==> config.mk <==
export PLATFORM = sky130hd
export DESIGN_NAME = rbm_result_reader
export DESIGN_NICKNAME = d
export VERILOG_FILES = /design/src/rtl/rbm_result_reader_pkg.sv /design/src/rtl/rbm_vote_compare.sv /design/src/rtl/rbm_result_reader.sv
export SDC_FILE = /design/constraint.sdc
export NUM_CORES = 1
export LEC_CHECK = 0
export ABC_AREA = 1
export CORE_MARGIN = 3
export CORE_UTILIZATION = 54
export DETAILED_ROUTE_END_ITERATION = 8
export PLACE_DENSITY = 0.87
export RECOVER_POWER = 50
export SETUP_SLACK_MARGIN = 0.15
export SYNTH_ARGS = -nofsm -noshare
export SYNTH_HDL_FRONTEND = slang
export SYNTH_SLANG_ARGS = --single-unit
==> constraint.sdc <==
create_clock -name clock -period 2.99 [get_ports clock]
set_input_delay 0.4485 -clock clock [delete_from_list [all_inputs] [get_ports clock]]
set_output_delay 0.4485 -clock clock [all_outputs]
set_load 0.03 [all_outputs]
==> src/rtl/rbm_result_reader_pkg.sv <==
// Shared defaults, FSM state encoding and vote-vector slice helpers for the RBM result reader.
`ifndef RBM_RESULT_READER_PKG_MACROS
`define RBM_RESULT_READER_PKG_MACROS
`define RBM_PORT(w) logic [(w)-1:0]
`define RBM_GET(vec, i, w) vec[(i)*(w) +: (w)]
`endif

package rbm_result_reader_pkg;

    localparam int unsigned DEFAULT_BITLENGTH     = 12;
    localparam int unsigned DEFAULT_OUTPUT_DIM    = 10;
    localparam int unsigned DEFAULT_ITERATION_NUM = 100;
    localparam int unsigned DEFAULT_LABEL_WIDTH   = 4;

    typedef enum logic [2:0] {
        ST_IDLE  = 3'd0,
        ST_CLEAR = 3'd1,
        ST_WAIT  = 3'd2,
        ST_SCAN  = 3'd3,
        ST_HOLD  = 3'd4
    } state_t;

endpackage

==> src/rtl/rbm_vote_compare.sv <==
// Compares one class count against the running best; optional runner-up tracking
// is present only when RESULT_MARGIN_EN is defined.
module rbm_vote_compare
    import rbm_result_reader_pkg::*;
#(
    parameter int unsigned bitlength = DEFAULT_BITLENGTH
) (
    input  `RBM_PORT(bitlength) count,
    input  `RBM_PORT(bitlength) best_cnt,
    output logic                update_c
`ifdef RESULT_MARGIN_EN
    ,
    input  `RBM_PORT(bitlength) runner_cnt,
    output `RBM_PORT(bitlength) runner_next_c
`endif
);

    // Strict compare keeps the lowest index on ties.
    assign update_c = (count > best_cnt);

`ifdef RESULT_MARGIN_EN
    // A new winner demotes the old best; an equal count lifts the runner-up to the best.
    always_comb begin
        runner_next_c = runner_cnt;
        if (update_c) begin
            runner_next_c = best_cnt;
        end else if (count > runner_cnt) begin
            runner_next_c = count;
        end
    end
`endif

endmodule

==> src/rtl/rbm_result_reader.sv <==
// Runs the RBM core for one image, snapshots its per-class votes and scans them for the argmax.
// Optional feature macro: RESULT_MARGIN_EN adds the winner-minus-runner-up margin output.
module rbm_result_reader
    import rbm_result_reader_pkg::*;
#(
    parameter int unsigned bitlength     = DEFAULT_BITLENGTH,
    parameter int unsigned output_dim    = DEFAULT_OUTPUT_DIM,
    parameter int unsigned iteration_num = DEFAULT_ITERATION_NUM,
    parameter int unsigned label_width   = DEFAULT_LABEL_WIDTH
) (
    input  logic                             clock,
    input  logic                             reset_n,
    input  logic                             start,
    output logic                             start_ready,
    output logic                             rbm_reset,
    input  logic                             rbm_finish,
    input  logic [output_dim*bitlength-1:0]  VoteData,
    output logic [label_width-1:0]           label,
    output logic [bitlength-1:0]             label_votes,
    output logic                             vote_error,
    output logic                             result_valid,
    input  logic                             result_ready
`ifdef RESULT_MARGIN_EN
    ,
    output logic [bitlength-1:0]             margin
`endif
);

    localparam int unsigned SUM_W = bitlength + label_width;

    state_t                 state_q, state_d;
    logic                   start_ready_d, rbm_reset_d, result_valid_d;

    logic [bitlength-1:0]   snap_q [output_dim];
    logic [label_width-1:0] idx_q;
    logic [SUM_W-1:0]       sum_q;
    logic [bitlength-1:0]   best_cnt_q;
    logic [label_width-1:0] best_idx_q;

    logic [bitlength-1:0]   cur_c;
    logic [bitlength-1:0]   best_next_c;
    logic [SUM_W-1:0]       sum_next_c;
    logic                   upd_c;
    logic                   last_c;

`ifdef RESULT_MARGIN_EN
    logic [bitlength-1:0]   runner_q;
    logic [bitlength-1:0]   runner_next_c;
`endif

    assign cur_c       = snap_q[idx_q];
    assign last_c      = (idx_q == label_width'(output_dim - 1));
    assign sum_next_c  = sum_q + SUM_W'(cur_c);
    assign best_next_c = upd_c ? cur_c : best_cnt_q;

    rbm_vote_compare #(
        .bitlength (bitlength)
    ) u_vote_compare (
        .count         (cur_c),
        .best_cnt      (best_cnt_q),
        .update_c      (upd_c)
`ifdef RESULT_MARGIN_EN
        ,
        .runner_cnt    (runner_q),
        .runner_next_c (runner_next_c)
`endif
    );

    // Next state and next values of the registered handshake/control outputs.
    always_comb begin
        state_d = state_q;
        unique case (state_q)
            ST_IDLE:  if (start)                       state_d = ST_CLEAR;
            ST_CLEAR:                                  state_d = ST_WAIT;
            ST_WAIT:  if (rbm_finish)                  state_d = ST_SCAN;
            ST_SCAN:  if (last_c)                      state_d = ST_HOLD;
            ST_HOLD:  if (result_valid && result_ready) state_d = ST_IDLE;
            default:                                   state_d = ST_IDLE;
        endcase
        start_ready_d  = (state_d == ST_IDLE);
        rbm_reset_d    = (state_d != ST_WAIT);
        result_valid_d = (state_d == ST_HOLD);
    end

    always_ff @(posedge clock or negedge reset_n) begin
        if (!reset_n) begin
            state_q      <= ST_IDLE;
            start_ready  <= 1'b1;
            rbm_reset    <= 1'b1;
            result_valid <= 1'b0;
        end else begin
            state_q      <= state_d;
            start_ready  <= start_ready_d;
            rbm_reset    <= rbm_reset_d;
            result_valid <= result_valid_d;
        end
    end

    // Snapshot, accumulate and argmax datapath; results latch on the last scan step.
    always_ff @(posedge clock or negedge reset_n) begin
        if (!reset_n) begin
            for (int i = 0; i < int'(output_dim); i++) begin
                snap_q[i] <= '0;
            end
            idx_q       <= '0;
            sum_q       <= '0;
            best_cnt_q  <= '0;
            best_idx_q  <= '0;
            label       <= '0;
            label_votes <= '0;
            vote_error  <= 1'b0;
`ifdef RESULT_MARGIN_EN
            runner_q    <= '0;
            margin      <= '0;
`endif
        end else begin
            case (state_q)
                ST_CLEAR: begin
                    idx_q      <= '0;
                    sum_q      <= '0;
                    best_cnt_q <= '0;
                    best_idx_q <= '0;
`ifdef RESULT_MARGIN_EN
                    runner_q   <= '0;
`endif
                end
                ST_WAIT: begin
                    if (rbm_finish) begin
                        for (int i = 0; i < int'(output_dim); i++) begin
                            snap_q[i] <= `RBM_GET(VoteData, i, bitlength);
                        end
                        idx_q <= '0;
                    end
                end
                ST_SCAN: begin
                    sum_q      <= sum_next_c;
                    best_cnt_q <= best_next_c;
                    if (upd_c) begin
                        best_idx_q <= idx_q;
                    end
                    idx_q <= idx_q + label_width'(1);
`ifdef RESULT_MARGIN_EN
                    runner_q <= runner_next_c;
`endif
                    if (last_c) begin
                        label       <= upd_c ? idx_q : best_idx_q;
                        label_votes <= best_next_c;
                        vote_error  <= (sum_next_c != SUM_W'(iteration_num));
`ifdef RESULT_MARGIN_EN
                        margin      <= best_next_c - runner_next_c;
`endif
                    end
                end
                default: ;
            endcase
        end
    end

endmodule

## After elaboration in Yosys (flattened, before gate mapping)

Cells that the tools add are included.

| storage, ports and cells | value |
|---|---|
| output and inout bits | 20 |
| logic and storage cells | 58 |
| input port bits | 125 |
| register bits after elaboration | 179 |

| operators by class | value |
|---|---|
| reduce and logical (&&, ||, !) cells | 8 |
| equality and inequality tests | 9 |
| muxes and demuxes | 15 |
| bitwise logic cells | 1 |
| $add $sub $neg | 2 |
| order comparisons | 2 |

Operators with widths:

| cell | number |
|---|---|
| $bmux 12 s4 | 1 |
| $mux 12 | 3 |
| $pmux 16 s2 | 1 |
| $pmux 12 s2 | 1 |
| $add 16x12->16 | 1 |
| $ne 16x7->1 const B | 1 |
| $pmux 3 s5 | 1 |
| $gt 12x12->1 | 1 |
| $mux 3 | 4 |
| $pmux 4 s3 | 1 |
| $mux 4 | 2 |
| $pmux 4 s2 | 1 |
| $eq 3x2->1 const B | 2 |
| $eq 3x3->1 const B | 2 |
| $logic_not 3->1 | 2 |
| $reduce_and 2->1 | 3 |
| $ge 5x5->1 const B | 1 |
| $not 4->5 | 1 |
| $add 4x1->4 const B | 1 |
| $eq 4x4->1 const B | 1 |
| $eq 3x1->1 const B | 1 |
| $ne 3x2->1 const B | 1 |
| $reduce_bool 3->1 | 1 |
| $ne 2x2->1 const B | 1 |
| 2 further kinds | 2 |

## Logic depth before layout (Yosys ltp)

Gate-level depths: netlist (run 1).

| logic depth | value |
|---|---|
| depth after elaboration | 7 |
| mapped depth | 22 |
| gate-level depth less buffers | 20 |

## Hierarchy

Synthesis (run 1) repeated with hierarchy kept, for this count alone.

| second synthesis, totals | value |
|---|---|
| cells, all modules | 1235 |
| area, all modules | 9292.7 um^2 |

By module, submodules not included:

| module | times used | area each (um^2) | sequential area each (um^2) | cells each |
|---|---|---|---|---|
| rbm_result_reader | 1 | 8938.6 | 4481.8 | 1177 |
| rbm_vote_compare | 1 | 354.1 | 0.0 | 58 |

## Worst setup path after synthesis (run 1)

No wires, ideal clock.

| timing | value |
|---|---|
| kind | register -> register |
| start point | register idx_q[0] |
| end point | register vote_error |
| cell stages (with the launch flop) | 20 |
| clock period less this slack | 2.567 ns |
| buffers on the path | 2 |
| arrival | 2.449 ns |
| required time | 2.873 ns |
| setup time | 0.117 ns |
| path slack | 0.423 ns |
| cell sequence | dfrtp_1 > buf_6 > inv_4 > buf_6 > nor2_1 > o211ai_1 > nand3_1 > nand2_2 > ha_1 > fa_1 > nor2_1 > nand3_1 > nor2_2 > nand2_1 > nor2_1 > nand2_1 > nor2_1 > nand3_1 > nor2_1 > nor2_1 |

| between the ends | value |
|---|---|
| cells in the longest elaborated chain, start to end | 6 |
| elaborated cells between the ends (all ways) | 8 |
| those cells by class | add/sub (1); eq/ne (2); mux (3); bitwise (1); reduce/logical (1) |

RTL lines:

| item | RTL line | source |
|---|---|---|
| from (decl) | rbm_result_reader.sv:35 | `logic [label_width-1:0] idx_q;` |
| from (signal assigned) | rbm_result_reader.sv:141 | `idx_q <= idx_q + label_width'(1);` |
| $not 4->5 (not written as such) | rbm_result_reader.sv:51 | `assign cur_c = snap_q[idx_q];` |
| $bmux 12 s4 | rbm_result_reader.sv:51 |  |
| $mux 12 (not written as such) (2 in a row) | rbm_result_reader.sv:51 |  |
| $add 16x12->16 | rbm_result_reader.sv:53 | `assign sum_next_c = sum_q + SUM_W'(cur_c);` |
| $ne 16x7->1 | rbm_result_reader.sv:148 | `vote_error <= (sum_next_c != SUM_W'(iteration_num));` |
| to (signal assigned) | rbm_result_reader.sv:148 |  |
| to (decl) | rbm_result_reader.sv:20 | `output logic vote_error,` |

Parallel ways exist; a longest one is shown, timed or not. The select of a mux whose other input is x is not followed.
A chain may end at the register's enable or synchronous reset.

## Final worst setup path (run 1)

| timing | value |
|---|---|
| start point | register idx_q[0] |
| end point | register label_votes[4] |

| between the ends | value |
|---|---|
| cells in the longest elaborated chain, start to end | 6 |
| elaborated cells between the ends (all ways) | 8 |
| those cells by class | order compare (1); eq/ne (1); mux (4); bitwise (1); reduce/logical (1) |

RTL lines:

| item | RTL line | source |
|---|---|---|
| $not 4->5 (not written as such) | rbm_result_reader.sv:51 |  |
| $bmux 12 s4 | rbm_result_reader.sv:51 |  |
| $mux 12 (not written as such) (2 in a row) | rbm_result_reader.sv:51 |  |
| $gt 12x12->1 | rbm_vote_compare.sv:19 | `assign update_c = (count > best_cnt);` |
| $mux 12 | rbm_result_reader.sv:54 | `assign best_next_c = upd_c ? cur_c : best_cnt_q;` |
| to (signal assigned) | rbm_result_reader.sv:147 | `label_votes <= best_next_c;` |
| to (decl) | rbm_result_reader.sv:19 | `output logic [bitlength-1:0] label_votes,` |

Parallel ways exist; a longest one is shown, timed or not. The select of a mux whose other input is x is not followed.

==> out/qor.txt, run 1 <==
status: finished, violations left
failing checks: capacitance limit, slew limit, setup timing
Non-Filler Instances: 1608
Seq/Total Area, Yosys: 0.4824
post-synth top area share: 0.4768
worst path arrival time: 3.39 ns
Startpoint Class: flip-flop
Async S/R FF share, synth: 1.000
largest family of logic cells by synthesized area: simple AND/OR/NAND/NOR gates
Max-slew headroom: -0.4248
Clock Tree Buf Depth: 2
Max Freq: 0.3256 GHz
WL/cell: 17.38 µm
Min Hold Slack: 0.4802 ns
final instance area: 11940 µm²
antenna viol nets, final: 0
Worst-path clk slew: 0.07 ns
top layer in use: met4
Cell Pwr Density: 1252 nW/µm²
CTS Buf Count: 17
TritonRoute pass-1 iters: 6
cell area after synthesis: 9290 µm²
Post-synth EDFFs: 0
Tmin final: 3.071 ns
Synth area leaders: dfrtp_1 (48%), nand2_1 (23%), nand3_1 (4.0%)
count of state elements after synthesis: 179
Fin. Hold Viols: 0
initial DRC count: 1178
Slew Viols, Final: 83
CTS tree: yes
cell taking the most area after synthesis: dfrtp_1
Hold WC Path Type: flip-flop to flip-flop
cell-by-cell trace of the critical path: buf_12, nor2_1, nor2_1, o21ai_1, o211ai_1, nand3_1, nand2_2, ha_1, nand4_1, nor2_2, nand2_1, nand3_2, nand2_4, inv_6, nand3_1, nand3_2, nand2_1
pin count of the biggest net entering global routing: 123
Post-Place Cells: 1567
dpl hpwl: 18.36 mm
setup ws final: -0.08095 ns
mux contribution to synthesized area: 0
syn_nets: 1397
critical path peak fanout: 15
vias post-DR: 9174
Avg Inst Size Synth: 7.462 µm²
clk_lat worst skew: 0.44 ns
Synth Area in XOR/XNOR: 0
adder-cell share of the synthesized area: 0.03717
Fin Setup TNS: -0.5646 ns
type of element capturing the critical path: flip-flop
Setup Skew: 0.01044 ns
internal reg-to-reg setup slack: -0.08 ns
met2 wire length: 13.63 mm
row count: 47
synthesis-to-layout area growth: 28.54%
M1 wire length: 10.80 mm
ratio of cells with drive above 1 in the final layout: 0.1059
Tcrit/Tclk final: 1.027
CP peak stage delay: 0.52 ns
RePlAce Congestion: 0.9411
critical path class: flip-flop to flip-flop
vias in the first global route: 8760
number of nets in the layout: 1527
Crit path required time: 3.31 ns
Cell variety after synth: 36
die span in y: 137.2 µm
Routed WL: 27.94 mm
synth warn: 0
# H-tree levels: 4
# diodes: 0
RSZ-0062 raised after global routing: true
Most used DFF post-synth: dfrtp_1
clock sinks: 179
die area: 18810 µm²
initial antenna violation count: 0
worst-margin pin slew: 2.137 ns
CTS root buffer: clkbuf_16
slowest stage cell, crit path: dfrtp_2
vias per cell: 5.705
Final setup viols: 25
global-route wire length before repair: 43.37 mm
Post-CTS Hold Buffers: 0
leakage power total: 5.979 nW
Simple-Gate Fraction of Synth Area: 0.3292
VDD IR max: 768.0 µV
commonest cells in the netlist: nand2_1 (571), dfrtp_1 (177), nor2_1 (96), nand3_1 (74), inv_1 (67)
core area: 16700 µm²
most common cell in the synthesized netlist: nand2_1
Compound-Gate Fraction of Synth Area: 0.08498
Placed Area: 10910 µm²
GR Overflow Total: 0
die width: 137.2 µm
number of port buffers: 144
GRT Total Usage: 0.2942
top-level port count: 145
final design utilization: 0.7150
Post-Synthesis Cells: 1245
DR DRC count: 0
MaxCap Viol Count: 1
Initial Utilization: 0.5563
met3 WL: 2.572 mm
power by group:
part | switching [mW] | internal, mW
combinational | 5.45 | 3.29
sequential | 0.698 | 3.43
clock | 1.00 | 1.08
path summary, 6_finish.rpt:
| kind | start | to | cells past startpoint |
|---|---|---|---|
| max | idx_q[0] | label_votes[4] | 17 |
| min | snap_q[87] | snap_q[87] | 2 |
| max reg2reg | idx_q[0] | label_votes[4] | 17 |
| min reg2reg | snap_q[87] | snap_q[87] | 2 |
| max in group asynchronous | reset_n | idx_q[0] | 2 |
| min in group asynchronous | reset_n | snap_q[46] | 1 |
kinds of logic (layout without fill, tap and decap cells):
group | after synthesis | in the layout
and+or+nand+nor | 768 | 768
DFF | 179 | 179
AOI/OAI and AO/OA | 137 | 137
buffers and inverters | 134 | 277
adders and majority gates | 27 | 27
critical path, delay by kind of cell, from the launching register on:
family / cells / cell delay (ns)
adders and majority gates: 1 / 0.33
AOI/OAI and AO/OA: 2 / 0.33
DFF: 1 / 0.52
buffers and inverters: 2 / 0.33
and+or+nand+nor: 12 / 1.43
through the flow:
stage	power, mW	setup slack [ns]
floorplan	9.111	0.4231
global placement	10.84	0.07340
detailed placement	11.08	-0.006768
CTS	13.89	0.1390
global route	15.99	-0.2437
finish	14.95	-0.08095
cell type report:
cell class / count / area (µm²)
Fill cell: 1220 / 4760
Multi-Input combinational cell: 932 / 4541
Sequential cell: 179 / 4484
Timing Repair Buffer: 172 / 1826
Clock buffer: 20 / 436.7
Inverter: 73 / 282.8
Tap cell: 220 / 275.3
Clock inverter: 12 / 96.34
what timing repair did:
action / CTS / global route
endpoints found under the hold margin: 0 / 0
setup buffers: 2 / 3
pin swaps: 4 / 18
gates cloned: 1 / 3
setup endpoints to repair: 34 / 39
gates resized for setup: 41 / 55
cell usage in the layout, fill, tap and decap left out, types with 3 or more instances in the layout:
cell	synthesis	final
a21oi_2	0	5
o22ai_1	9	9
o21ai_1	27	29
a21oi_1	15	10
buf_6	7	5
buf_4	7	10
nand2_1	571	552
clkinv_2	0	3
o21ai_2	1	8
o211ai_1	24	24
inv_2	5	4
nand4_1	9	9
nand3_1	74	64
inv_1	67	66
clkinvlp_4	0	3
nand2_2	4	19
nand3_2	1	10
and2_1	3	3
nand2_4	1	5
o21ai_0	53	44
ha_1	26	14
clkbuf_1	19	3
a22o_1	5	5
clkdlybuf4s50_1	0	143
nor2_2	3	13
inv_6	0	5
buf_12	0	8
nor2_1	96	85
clkbuf_16	0	20
ha_4	0	11
dfrtp_1	177	175
registers in the layout, summed over array words and instances (netlist names):
| name | count |
|---|---|
| label | 4 |
| label_votes | 12 |
| snap_q | 120 |
| vote_error | 1 |
| best_cnt_q | 12 |
| state_q | 3 |
| sum_q | 16 |
| result_valid | 1 |
| idx_q | 4 |
| start_ready | 1 |
| best_idx_q | 4 |
| rbm_reset | 1 |
routing by layer:
| metal | vias up | track usage |
|---|---|---|
| met1 | 4288 | 0.3920 |
| li1 | 4211 | - |
| met4 | 0 | 0.1070 |
| met5 | - | 0 |
| met2 | 586 | 0.4875 |
| met3 | 89 | 0.04816 |
(Power assumes the default switching activity.)
==> inputs of run 2 (changes only) <==
- MAX_ROUTING_LAYER: not set -> met4
==> run 2 against run 1 <==
Effect of this change:
- clock-buffer cell count increased by 2
- combinational power decreased by 8.0%
- via count decreased by 2.6%
- final cell count decreased by 0.19%
- routed wire length decreased by 3.1%
- largest cell class is now sequential cells
- sequential share of layout area increased by 0.76 points
- the run ends with capacitance limit left
- sequential cell count unchanged
- clock skew increased by 0.0040 ns
==> out/qor.txt, run 2 (synthesis results as in run 1) <==
Top reg by flops: snap_q
DR DRC count: 0
die width: 137.2 µm
leakage power total: 5.926 nW
Setup Skew: 0.01440 ns
# diodes: 0
type of element capturing the critical path: flip-flop
commonest non-fill, non-tap cell in the layout: nand2_1
Post-CTS Hold Buffers: 0
TritonRoute pass-1 iters: 6
Crit path required time: 3.35 ns
Hold WC Path Type: primary input to asynchronous set/reset pin
core area: 16700 µm²
worst-margin pin slew: 1.499 ns
Max-slew headroom: 0.0003565
vias in the first global route: 8617
clk_lat worst skew: 0.44 ns
Fin Setup TNS: 0 ns
family with the most delay on the worst path: simple AND/OR/NAND/NOR gates
critical path class: flip-flop to flip-flop
switching power: 6.722 mW
most frequent cells in the layout: nand2_1 (562), dfrtp_1 (175), clkdlybuf4s50_1 (142), nor2_1 (91), nand3_1 (72)
Fin. Hold Viols: 0
Cell Pwr Density: 1219 nW/µm²
Max Freq: 0.3439 GHz
vias post-DR: 8932
sequential share of power: 0.288
critical path peak fanout: 30
Initial Utilization: 0.5563
dpl hpwl: 18.88 mm
global-route wire length before repair: 42.86 mm
GR Overflow Total: 0
# H-tree levels: 4
Tcrit/Tclk final: 0.9724
CTS Buf Count: 17
CTS root buffer: clkbuf_16
ratio of cells with drive above 1 in the final layout: 0.08014
max reg flops: 120
WP buf/inv: 2
failing checks: capacitance limit
CP peak stage delay: 0.46 ns
RePlAce Congestion: 0.9618
cell-by-cell trace of the critical path: buf_12, nor2_1, nor2_1, o21ai_1, o211ai_1, nand3_1, nand2_2, ha_1, nand4_1, nor2_2, nand4_1, nand2_2, clkinv_4, nand3_1, nand3_1, nand2_1
Clk pwr share: 0.148
clock sinks: 179
worst slack, placed: 0.08000 ns
GRT Total Usage: 0.3017
initial antenna violation count: 0
top-level port count: 145
Final setup viols: 0
leading registers by flop count: snap_q (120), sum_q (16)
Sw Share: 0.4713
antenna viol nets, final: 0
synthesis-to-layout area growth: 25.98%
number of port buffers: 144
setup ws final: 0.08259 ns
Slew Viols, Final: 0
VDD IR max: 906.7 µV
die span in y: 137.2 µm
Clock Tree Buf Depth: 2
Tmin final: 2.907 ns
status: finished, violations left
internal reg-to-reg setup slack: 0.08 ns
combinational cell fraction of total power: 0.564
slowest stage cell, crit path: dfrtp_2
most frequent CP cell: nand3_1
row count: 47
MaxCap Viol Count: 1
pin count of the biggest net entering global routing: 123
Startpoint Class: flip-flop
CTS tree: yes
vias per cell: 5.565
P_int: 7.540 mW
number of nets in the layout: 1525
WL/cell: 16.87 µm
Routed WL: 27.07 mm
die area: 18810 µm²
Worst-path clk slew: 0.07 ns
initial DRC count: 1016
worst path arrival time: 3.27 ns
RSZ-0062 raised after global routing: true
run 2: power by group through the flow:
stage | Clock, mW | Sequential (mW) | Combinational [mW]
after floorplan | 0 | 3.90 | 5.21
after global placement | 0 | 4.06 | 6.82
final | 2.11 | 4.11 | 8.04
after detailed placement | 0 | 4.07 | 7.06
after CTS | 2.11 | 4.07 | 7.31
after global routing | 2.22 | 4.20 | 8.89
run 2: through the flow:
| stage | hold slack [ns] | cell area [µm²] | util | total power, mW | std cells |
|---|---|---|---|---|---|
| floorplan | 0.1529 | 9290 | - | 9.111 | 1245 |
| global placement | 0.4591 | 10930 | 0.6544 | 10.89 | 1569 |
| detailed placement | 0.4605 | 10930 | 0.6544 | 11.13 | 1569 |
| CTS | 0.007878 | 11560 | 0.6921 | 13.49 | 1601 |
| global route | 0.5033 | 11700 | 0.7008 | 15.31 | 1605 |
| finish | 0.3746 | 11700 | 0.7008 | 14.26 | 1605 |
run 2: final timing paths:
check | end | start | cells past startpoint
setup reg to reg | label_votes[3] | idx_q[0] | 16
hold / removal | snap_q[31] | reset_n | 1
setup / recovery | label_votes[3] | idx_q[0] | 16
hold reg to reg | label_votes[7] | label_votes[7] | 2
min in group clock | label_votes[7] | label_votes[7] | 2
max in group asynchronous | idx_q[0] | reset_n | 2
run 2: what timing repair did:
action	in CTS	in global routing
setup endpoints to repair	28	39
setup buffers	0	3
gates cloned	1	1
gates resized for setup	16	34
pin swaps	2	10
run 2: cell type report:
cell class,count,area [µm²]
tap,220,275.3
timing repair buffer,170,1757
multi-input combinational,932,4358
inverter,73,282.8
fill,1287,4997
clock buffer,22,474.2
sequential,179,4484
clock inverter,9,72.57
run 2: layer usage:
layer  track usage  up-vias  part of all wire
li1              -     4201                 -
met2        0.4646      480              0.48
met5             -        -                 0
met4        0.1086        0             0.032
met3       0.06875       74             0.084
met1        0.3948     4177              0.41
run 2: worst register-to-register path, stage by stage (launching register included):
cell,delay [ns]
dfrtp_2,0.46
buf_12,0.18
nor2_1,0.14
nor2_1,0.06
o21ai_1,0.12
o211ai_1,0.18
nand3_1,0.16
nand2_2,0.11
ha_1,0.32
nand4_1,0.11
nor2_2,0.16
nand4_1,0.11
nand2_2,0.16
clkinv_4,0.13
nand3_1,0.12
nand3_1,0.16
nand2_1,0.13
